[src/rtl/io_pkg.sv]
// Shared definitions for the I/O port bridge: byte width and the
// interrupt-request FSM state encoding.
package io_pkg;

    localparam int IO_W = 8;

    typedef enum logic [1:0] {
        IDLE    = 2'd0,
        ASSERT  = 2'd1,
        WAIT_RD = 2'd2
    } int_state_e;

endpackage

[src/rtl/io_sync_fifo.sv]
// Single-clock byte FIFO. Push is refused when full (even if a pop happens
// in the same cycle), pop is ignored when empty, and the head entry is
// presented combinationally (zero when empty). DEPTH must be a power of
// two so the pointers wrap naturally.
module io_sync_fifo
    import io_pkg::*;
#(
    parameter int DEPTH = 4,
    parameter int W     = IO_W,
    parameter int CW    = $clog2(DEPTH) + 1
) (
    input  logic          clk,
    input  logic          rstn,
    input  logic          push,
    input  logic [W-1:0]  wdata,
    input  logic          pop,
    output logic [W-1:0]  head,
    output logic [CW-1:0] count,
    output logic          full,
    output logic          empty
);

    localparam int AW = $clog2(DEPTH);

    logic [W-1:0]  mem_r [DEPTH];
    logic [AW-1:0] wr_ptr_r;
    logic [AW-1:0] rd_ptr_r;
    logic [CW-1:0] count_r;
    logic          push_ok_s;
    logic          pop_ok_s;

    assign full      = (count_r == CW'(DEPTH));
    assign empty     = (count_r == {CW{1'b0}});
    assign count     = count_r;
    assign push_ok_s = push && !full;
    assign pop_ok_s  = pop && !empty;

    // Head byte, forced to zero while the FIFO holds nothing.
    always_comb begin
        head = {W{1'b0}};
        if (!empty) begin
            head = mem_r[rd_ptr_r];
        end else begin
            head = {W{1'b0}};
        end
    end

    // Storage, pointers and occupancy count.
    always_ff @(posedge clk or negedge rstn) begin
        if (!rstn) begin
            for (int i = 0; i < DEPTH; i++) begin
                mem_r[i] <= {W{1'b0}};
            end
            wr_ptr_r <= {AW{1'b0}};
            rd_ptr_r <= {AW{1'b0}};
            count_r  <= {CW{1'b0}};
        end else begin
            if (push_ok_s) begin
                mem_r[wr_ptr_r] <= wdata;
                wr_ptr_r        <= wr_ptr_r + AW'(1'b1);
            end
            if (pop_ok_s) begin
                rd_ptr_r <= rd_ptr_r + AW'(1'b1);
            end
            case ({push_ok_s, pop_ok_s})
                2'b10:   count_r <= count_r + CW'(1'b1);
                2'b01:   count_r <= count_r - CW'(1'b1);
                default: count_r <= count_r;
            endcase
        end
    end

endmodule

[src/rtl/io_port_bridge.sv]
// Peripheral-side partner of the CPU wrapper's I/O pins. Buffers producer
// bytes for the CPU's IN instruction, requests service through int_sig,
// and forwards bytes written by OUT to a valid/ready consumer.
module io_port_bridge
    import io_pkg::*;
#(
    parameter int FIFO_DEPTH = 4,
    parameter int INT_PULSE  = 2
) (
    input  logic        clk,
    input  logic        rstn,
    input  logic [7:0]  ext_in_data,
    input  logic        ext_in_valid,
    output logic        ext_in_ready,
    output logic [7:0]  cpu_in_port,
    input  logic        cpu_in_rd,
    output logic        int_sig,
    input  logic [7:0]  cpu_out_port,
    input  logic        cpu_out_wr,
    output logic [7:0]  ext_out_data,
    output logic        ext_out_valid,
    input  logic        ext_out_ready,
    output logic        in_underrun,
    output logic        out_overrun
);

    localparam int CW = $clog2(FIFO_DEPTH) + 1;
    localparam int PW = (INT_PULSE > 1) ? $clog2(INT_PULSE) : 1;
    localparam logic [PW-1:0] PULSE_LOAD = PW'(INT_PULSE - 1);

    logic [CW-1:0] count_s;
    logic          full_s;
    logic          empty_s;
    logic          push_s;
    int_state_e    state_r;
    int_state_e    state_nxt_s;
    logic [PW-1:0] pulse_r;
    logic [PW-1:0] pulse_nxt_s;
    logic          int_sig_r;
    logic [7:0]    out_data_r;
    logic          out_valid_r;
    logic          underrun_r;
    logic          overrun_r;

    assign ext_in_ready = !full_s;
    assign push_s       = ext_in_valid && !full_s;

    io_sync_fifo #(
        .DEPTH (FIFO_DEPTH),
        .W     (IO_W),
        .CW    (CW)
    ) u_fifo (
        .clk   (clk),
        .rstn  (rstn),
        .push  (push_s),
        .wdata (ext_in_data),
        .pop   (cpu_in_rd),
        .head  (cpu_in_port),
        .count (count_s),
        .full  (full_s),
        .empty (empty_s)
    );

    // Interrupt FSM next state: raise a fixed-length request whenever data
    // is waiting, then hold off until the CPU reads.
    always_comb begin
        state_nxt_s = state_r;
        pulse_nxt_s = pulse_r;
        case (state_r)
            IDLE: begin
                if (count_s != {CW{1'b0}}) begin
                    state_nxt_s = ASSERT;
                    pulse_nxt_s = PULSE_LOAD;
                end else begin
                    state_nxt_s = IDLE;
                end
            end
            ASSERT: begin
                if (cpu_in_rd) begin
                    state_nxt_s = IDLE;
                end else if (pulse_r == {PW{1'b0}}) begin
                    state_nxt_s = WAIT_RD;
                end else begin
                    pulse_nxt_s = pulse_r - PW'(1'b1);
                end
            end
            WAIT_RD: begin
                if (cpu_in_rd) begin
                    state_nxt_s = IDLE;
                end else begin
                    state_nxt_s = WAIT_RD;
                end
            end
            default: begin
                state_nxt_s = IDLE;
                pulse_nxt_s = {PW{1'b0}};
            end
        endcase
    end

    // Interrupt FSM state, pulse counter and the registered request line.
    always_ff @(posedge clk or negedge rstn) begin
        if (!rstn) begin
            state_r   <= IDLE;
            pulse_r   <= {PW{1'b0}};
            int_sig_r <= 1'b0;
        end else begin
            state_r   <= state_nxt_s;
            pulse_r   <= pulse_nxt_s;
            int_sig_r <= (state_r == ASSERT);
        end
    end

    // Output byte register with valid/ready hand-off to the consumer.
    always_ff @(posedge clk or negedge rstn) begin
        if (!rstn) begin
            out_data_r  <= 8'h00;
            out_valid_r <= 1'b0;
        end else if (cpu_out_wr) begin
            out_data_r  <= cpu_out_port;
            out_valid_r <= 1'b1;
        end else if (out_valid_r && ext_out_ready) begin
            out_valid_r <= 1'b0;
        end else begin
            out_valid_r <= out_valid_r;
        end
    end

    // Sticky error flags; only reset clears them.
    always_ff @(posedge clk or negedge rstn) begin
        if (!rstn) begin
            underrun_r <= 1'b0;
            overrun_r  <= 1'b0;
        end else begin
            if (cpu_in_rd && empty_s) begin
                underrun_r <= 1'b1;
            end
            if (cpu_out_wr && out_valid_r && !ext_out_ready) begin
                overrun_r <= 1'b1;
            end
        end
    end

    assign int_sig       = int_sig_r;
    assign ext_out_data  = out_data_r;
    assign ext_out_valid = out_valid_r;
    assign in_underrun   = underrun_r;
    assign out_overrun   = overrun_r;

endmodule

[config.mk]
export PLATFORM = sky130hd
export DESIGN_NAME = io_port_bridge
export DESIGN_NICKNAME = d
export VERILOG_FILES = /design/src/rtl/io_pkg.sv /design/src/rtl/io_sync_fifo.sv /design/src/rtl/io_port_bridge.sv
export SDC_FILE = /design/constraint.sdc
export NUM_CORES = 1
export LEC_CHECK = 0
export CAP_MARGIN = 10
export CORE_UTILIZATION = 31
export CTS_BUF_LIST = sky130_fd_sc_hd__clkbuf_8
export DETAILED_ROUTE_END_ITERATION = 10
export HOLD_SLACK_MARGIN = 0.02
export PLACE_DENSITY = 0.57
export SYNTH_ARGS = -nofsm -noshare
export SYNTH_HDL_FRONTEND = slang
export SYNTH_HIERARCHICAL = 1
export SYNTH_SLANG_ARGS = --single-unit
[constraint.sdc]
create_clock -name clk -period 6.3 [get_ports clk]
set_clock_uncertainty 0.05 [all_clocks]
set_input_delay 0.945 -clock clk [delete_from_list [all_inputs] [get_ports clk]]
set_output_delay 0.945 -clock clk [all_outputs]
set_load 0.01 [all_outputs]
**After elaboration in Yosys (flattened, before gate mapping)**

Index checks and enable logic that the tools add are counted.

- Bits in registers: 54
- Input port bits: 22
- Output and inout bits: 21
- Word-level logic and storage cells: 69

- Add/sub/neg operators: 5
- Magnitude comparators: 3
- Eq/ne operators: 8
- Mux-type cells: 19
- Bitwise logic cells: 3
- Reductions and logical operators: 17

Operator list:

| kind | count |
|---|---|
| $bwmux W32 | 1 |
| $mux W8 | 4 |
| $bmux W8 S2 | 1 |
| $demux W8 S2 | 1 |
| $logic_and A1 B1 Y1 | 8 |
| $ge A3 B3 Y1 const B | 2 |
| $mux W1 | 6 |
| $mux W2 | 3 |
| $not A2 Y3 | 2 |
| $pmux W2 S3 | 1 |
| $pmux W3 S2 | 1 |
| $add A2 B1 Y2 const B | 2 |
| $eq A2 B1 Y1 const B | 2 |
| $eq A2 B2 Y1 const B | 2 |
| $ne A2 B2 Y1 const B | 2 |
| $reduce_bool A2 Y1 | 2 |
| $add A3 B1 Y3 const B | 1 |
| $eq A3 B3 Y1 const B | 1 |
| $logic_not A1 Y1 | 3 |
| $logic_not A3 Y1 | 1 |
| $lt A3 B1 Y1 const B | 1 |
| $ne A3 B3 Y1 const B | 1 |
| $pmux W1 S3 | 1 |
| $reduce_and A3 Y1 | 1 |
| 5 further kinds | 5 |

**Longest topological paths before layout**

- Depth in word-level cells: 6
- Gate-level depth with buffers: 9
- Gate-level depth less buffers: 9

**Modules after synthesis**

The synthesis kept the hierarchy.

Modules (own cells, without submodules):

| module | times used | cells each | area each (µm²) | sequential area each (µm²) |
|---|---|---|---|---|
| io_sync_fifo | 1 | 124 | 1841.8 | 975.9 |
| io_port_bridge | 1 | 47 | 638.1 | 375.4 |

**Worst setup path after synthesis**

Ideal clock, no wire load.

- Kind: input port to flip-flop
- Start: input ext_in_valid
- End: register u_fifo.count_r[2], in the netlist u_fifo/count[2]
- Setup time: 0.125 ns
- Data arrival time: 2.288 ns
- Path slack: 3.836 ns
- Cell stages on the path: 8
- Buffers on the path: 0
- Cell sequence: nor2b_1 > or2b_2 > ha_1 > inv_1 > fa_1 > xor2_1 > nor2_1 > xor2_1

- Word-level cells in the longest chain between the ends: 4
- Elaborated cells on any way between the ends: 6

Ends and longest elaborated chain:

| element | RTL line | text |
|---|---|---|
| start, declared | io_port_bridge.sv:13 | `input logic ext_in_valid,` |
| $logic_and A1 B1 Y1 (*) | io_port_bridge.sv:46 | `assign push_s = ext_in_valid && !full_s;` |
| $logic_and A1 B1 Y1 (*) | io_sync_fifo.sv:35 | `assign push_ok_s = push && !full;` |
| $eq A2 B1 Y1 or $eq A2 B2 Y1 (tied branches) | io_sync_fifo.sv:65 | `case ({push_ok_s, pop_ok_s})` |
| $pmux W3 S2 or $reduce_bool A2 Y1 (tied branches) | - |  |
| end signal, assigned | io_sync_fifo.sv:66 | `2'b10: count_r <= count_r + CW'(1'b1);` |
| end signal, assigned | io_sync_fifo.sv:67 | `2'b01: count_r <= count_r - CW'(1'b1);` |
| end signal, assigned | io_sync_fifo.sv:68 | `default: count_r <= count_r;` |
| end, declared | io_sync_fifo.sv:28 | `logic [CW-1:0] count_r;` |

Mark *: on every way between the ends. The rest lies on a longest branch, timed or not.
A chain may end at the register's enable or synchronous reset.

**Final worst setup path**

- Start: register u_fifo.rd_ptr_r[0]
- End: output cpu_in_port[5]

- Word-level cells in the longest chain between the ends: 5

Ends and longest elaborated chain:

| element | RTL line | text |
|---|---|---|
| start, declared | io_sync_fifo.sv:27 | `logic [AW-1:0] rd_ptr_r;` |
| start signal, assigned | io_sync_fifo.sv:55 | `rd_ptr_r <= {AW{1'b0}};` |
| start signal, assigned | io_sync_fifo.sv:63 | `rd_ptr_r <= rd_ptr_r + AW'(1'b1);` |
| $not A2 Y3 (implied by the code) | io_sync_fifo.sv:42 | `head = mem_r[rd_ptr_r];` |
| $bmux W8 S2 | io_sync_fifo.sv:42 |  |
| $mux W8 (implied by the code) (2 in a row) | io_sync_fifo.sv:42 |  |
| $mux W8 | io_sync_fifo.sv:41 | `if (!empty) begin` |
| end, declared | io_port_bridge.sv:15 | `output logic [7:0] cpu_in_port,` |

Every way passes these cells. The select of a mux whose other input is x is not followed.

==> impl_metrics.py <==
metrics = {
    "cts": {
        "cts_hold_buf": 0,
        "clockBufferDepth": 2,
        "clk_pin_slew_ns": 0.09,
        "postCtsSetupBuffers": 0,
        "clock_latency_ns": 0.30,
        "cts_resized": 0,
        "cts_made_buffers": 5,
        "cts.sinks": 54,
        "cts_tree": "yes",
        "cts_htree_levels": 2,
        "clockRootBuffer": "clkbuf_8",
    },
    "final_layout": {
        "layout-drive-gt1-share_pct": 31.2,
        "fin_nets": 249,
        "mostFrequentLayoutCells": "dfrtp_1 (54), mux2_2 (42), clkdlybuf4s50_1 (41)",
        "final_common_cell": "dfrtp_1",
        "diodes": 0,
        "area_delta_synth_final_pct": 25.1,
    },
    "critical_path": {
        "worstPathArrival_ns": 2.29,
        "startpoint_type": "register",
        "worst-path-max-fanout": 10,
        "worst_setup_path_end_kind": "output port",
        "crit_type": "reg -> out",
        "worstRegToRegCells": 9,
        "worst-endpoint-required_ns": 5.30,
    },
    "synthesis": {
        "yosysUniqueCellTypes": 27,
        "synth-seq-cells": 54,
        "syn_nets": 203,
        "async_flop_share_pct": 100,
        "synth_ff_type": "dfrtp_1",
        "ys_warn_count": 6,
        "yosysSeqAreaShare_pct": 54.5,
        "syn-cell-area_mm2": 0.00248,
        "syn_inst": 171,
        "synth_adder_area_share_pct": 5.35,
        "synthSimpleGateAreaFrac_pct": 7.16,
        "synth_xor_area_share_pct": 2.12,
        "synth_edf_count": 0,
        "synth_top_family_by_area": "multiplexers",
        "muxShareOfSynthArea_pct": 26.7,
        "syn-mean-instance-area_um2": 14.5,
        "synth_compound_area_share_pct": 1.82,
    },
    "die": {
        "io_pins": 43,
        "core-area_mm2": 0.00773,
        "die_area_mm2": 0.00836,
        "std_cell_rows": 32,
        "start_util_pct": 32.1,
        "chipHeight_um": 91.4,
        "die_w_um": 91.4,
    },
    "routing": {
        "drt-pass1-iter-count": 2,
        "routed_via_density": 4.57,
        "vias": 1462,
        "ant_nets": 0,
        "drt_iter0_drc": 35,
        "wl_um": 4490,
        "wl_per_cell_um": 14.0,
        "drcViolationCount": 0,
    },
    "power_and_ir_drop": {
        "vdd_drop_max_mv": 0.161,
        "power_leakage_nw": 1.31,
        "power_per_cell_area_mw_per_mm2": 476,
        "power_mw": 1.48,
    },
    "global_route": {
        "grt_max_degree": 55,
        "antenna_found_initial": 0,
        "overflow": 0,
        "grt_pass1_vias": 1601,
        "grt_pass1_wl_um": 7700,
        "grtUsageTotal_pct": 12.0,
    },
    "placed_design": {
        "dp_hpwl_um": 3070,
        "post-place-ws_ns": 3.27,
        "gp_congestion": 0.679,
        "placement.io_buffers": 42,
    },
    "sta": {
        "setup_ws_ns": 3.02,
        "slew-limit-headroom_pct": 54.5,
        "setup_violations": 0,
        "drv_slew": 0,
        "rsz0062_at_grt": "false",
        "fin_tns_setup_ns": 0,
        "tightest_slew_ns": 0.682,
        "finalHoldViolations": 0,
        "max_freq_mhz": 305,
        "finalCriticalPeriod_ns": 3.28,
        "layout_worst_path_cycle_share_pct": 52.1,
    },
    "flow_run": {
        "drv_cap": 0,
    },
    "status": {
        "status": "completed",
    },
    "min_path": {
        "hold_path.class": "reg -> reg",
        "min_path_cells": 1,
    },
}
-- sequential cells by signal, indices dropped and copies added (netlist names), 2 cells and up --
name and cells:
u_fifo/rd_ptr_r 2, state_r 2, u_fifo/wr_ptr_r 2, u_fifo/mem_r 32, u_fifo/count 3, ext_out_data 8
-- stage by stage --
stage                     instances  utilization [%]  hold WS (ns)  cell area, um2
after floorplan                 171                -         0.425            2480
after global placement          312             39.0         0.394            3010
after detailed placement        312             39.0         0.401            3010
after CTS                       320             40.1         0.422            3100
after global routing            320             40.1         0.463            3100
final                           320             40.1         0.414            3100
-- synth_stat cells (all sizes together) (2+ instances only) --
cell type / instances / area (um2)
a21o: 3 / 22.5
buf: 2 / 12.5
nor3b: 2 / 20.0
nand2: 6 / 22.5
dfrtp: 54 / 1350
clkbuf: 2 / 7.51
inv: 10 / 37.5
mux4: 8 / 180
ha: 9 / 113
and2: 9 / 56.3
nand3: 2 / 10.0
xnor2: 3 / 26.3
xor2: 3 / 26.3
mux2: 42 / 473
nor2: 7 / 36.3
-- logic make-up after synthesis --
| family | count (synthesis) |
|---|---|
| AOI/OAI and AO/OA | 6 |
| xor gates and xnor gates | 6 |
| buffers and inverters | 14 |
| and+or+nand+nor | 30 |
| DFF | 54 |
| adders and majority gates | 10 |
| muxes | 51 |
-- routing by layer --
| metal | GRT usage [%] | wire length [um] | up-vias | share of wire (%) |
|---|---|---|---|---|
| met1 | 14.4 | 2030 | 744 | 45 |
| met3 | 3.94 | 203 | 7 | 4.5 |
| met2 | 20.7 | 2220 | 30 | 49 |
| li1 | - | - | 681 | - |
| met5 | 0 | 0 | - | 0 |
| met4 | 2.78 | 39 | 0 | 0.87 |
-- where the power goes --
part / internal [mW] / switching, mW / leakage (nW)
clock: 0.0873 / 0.109 / 0.0524
sequential: 0.499 / 0.116 / 0.634
combinational: 0.424 / 0.241 / 0.623
total: 1.01 / 0.466 / 1.31
-- worst paths after layout --
path / startpoint / end / slack [ns]
min in group asynchronous: rstn / ext_out_data[7] / 0.70
max reg2reg: u_fifo/count[0] / u_fifo/count[2] / 3.79
min: in_underrun / in_underrun / 0.41
max in group asynchronous: rstn / u_fifo/mem_r[28] / 5.04
min reg2reg: in_underrun / in_underrun / 0.41
max: u_fifo/rd_ptr_r[0] / cpu_in_port[5] / 3.02
-- layout make-up --
| cell class | count | area (um2) |
|---|---|---|
| timing repair buffer | 43 | 423 |
| sequential | 54 | 1350 |
| multi-input combinational | 103 | 1070 |
| tap | 102 | 128 |
| clock buffer | 6 | 82.6 |
| clock inverter | 2 | 8.76 |
| inverter | 10 | 37.5 |
| fill | 754 | 4630 |
-- worst max-delay path, stage by stage (launching register included) --
cell and delay, ns:
dfrtp_1 0.76, mux4_2 0.57, and2_1 0.18, clkdlybuf4s50_1 0.48
(Power assumes the default switching activity.)
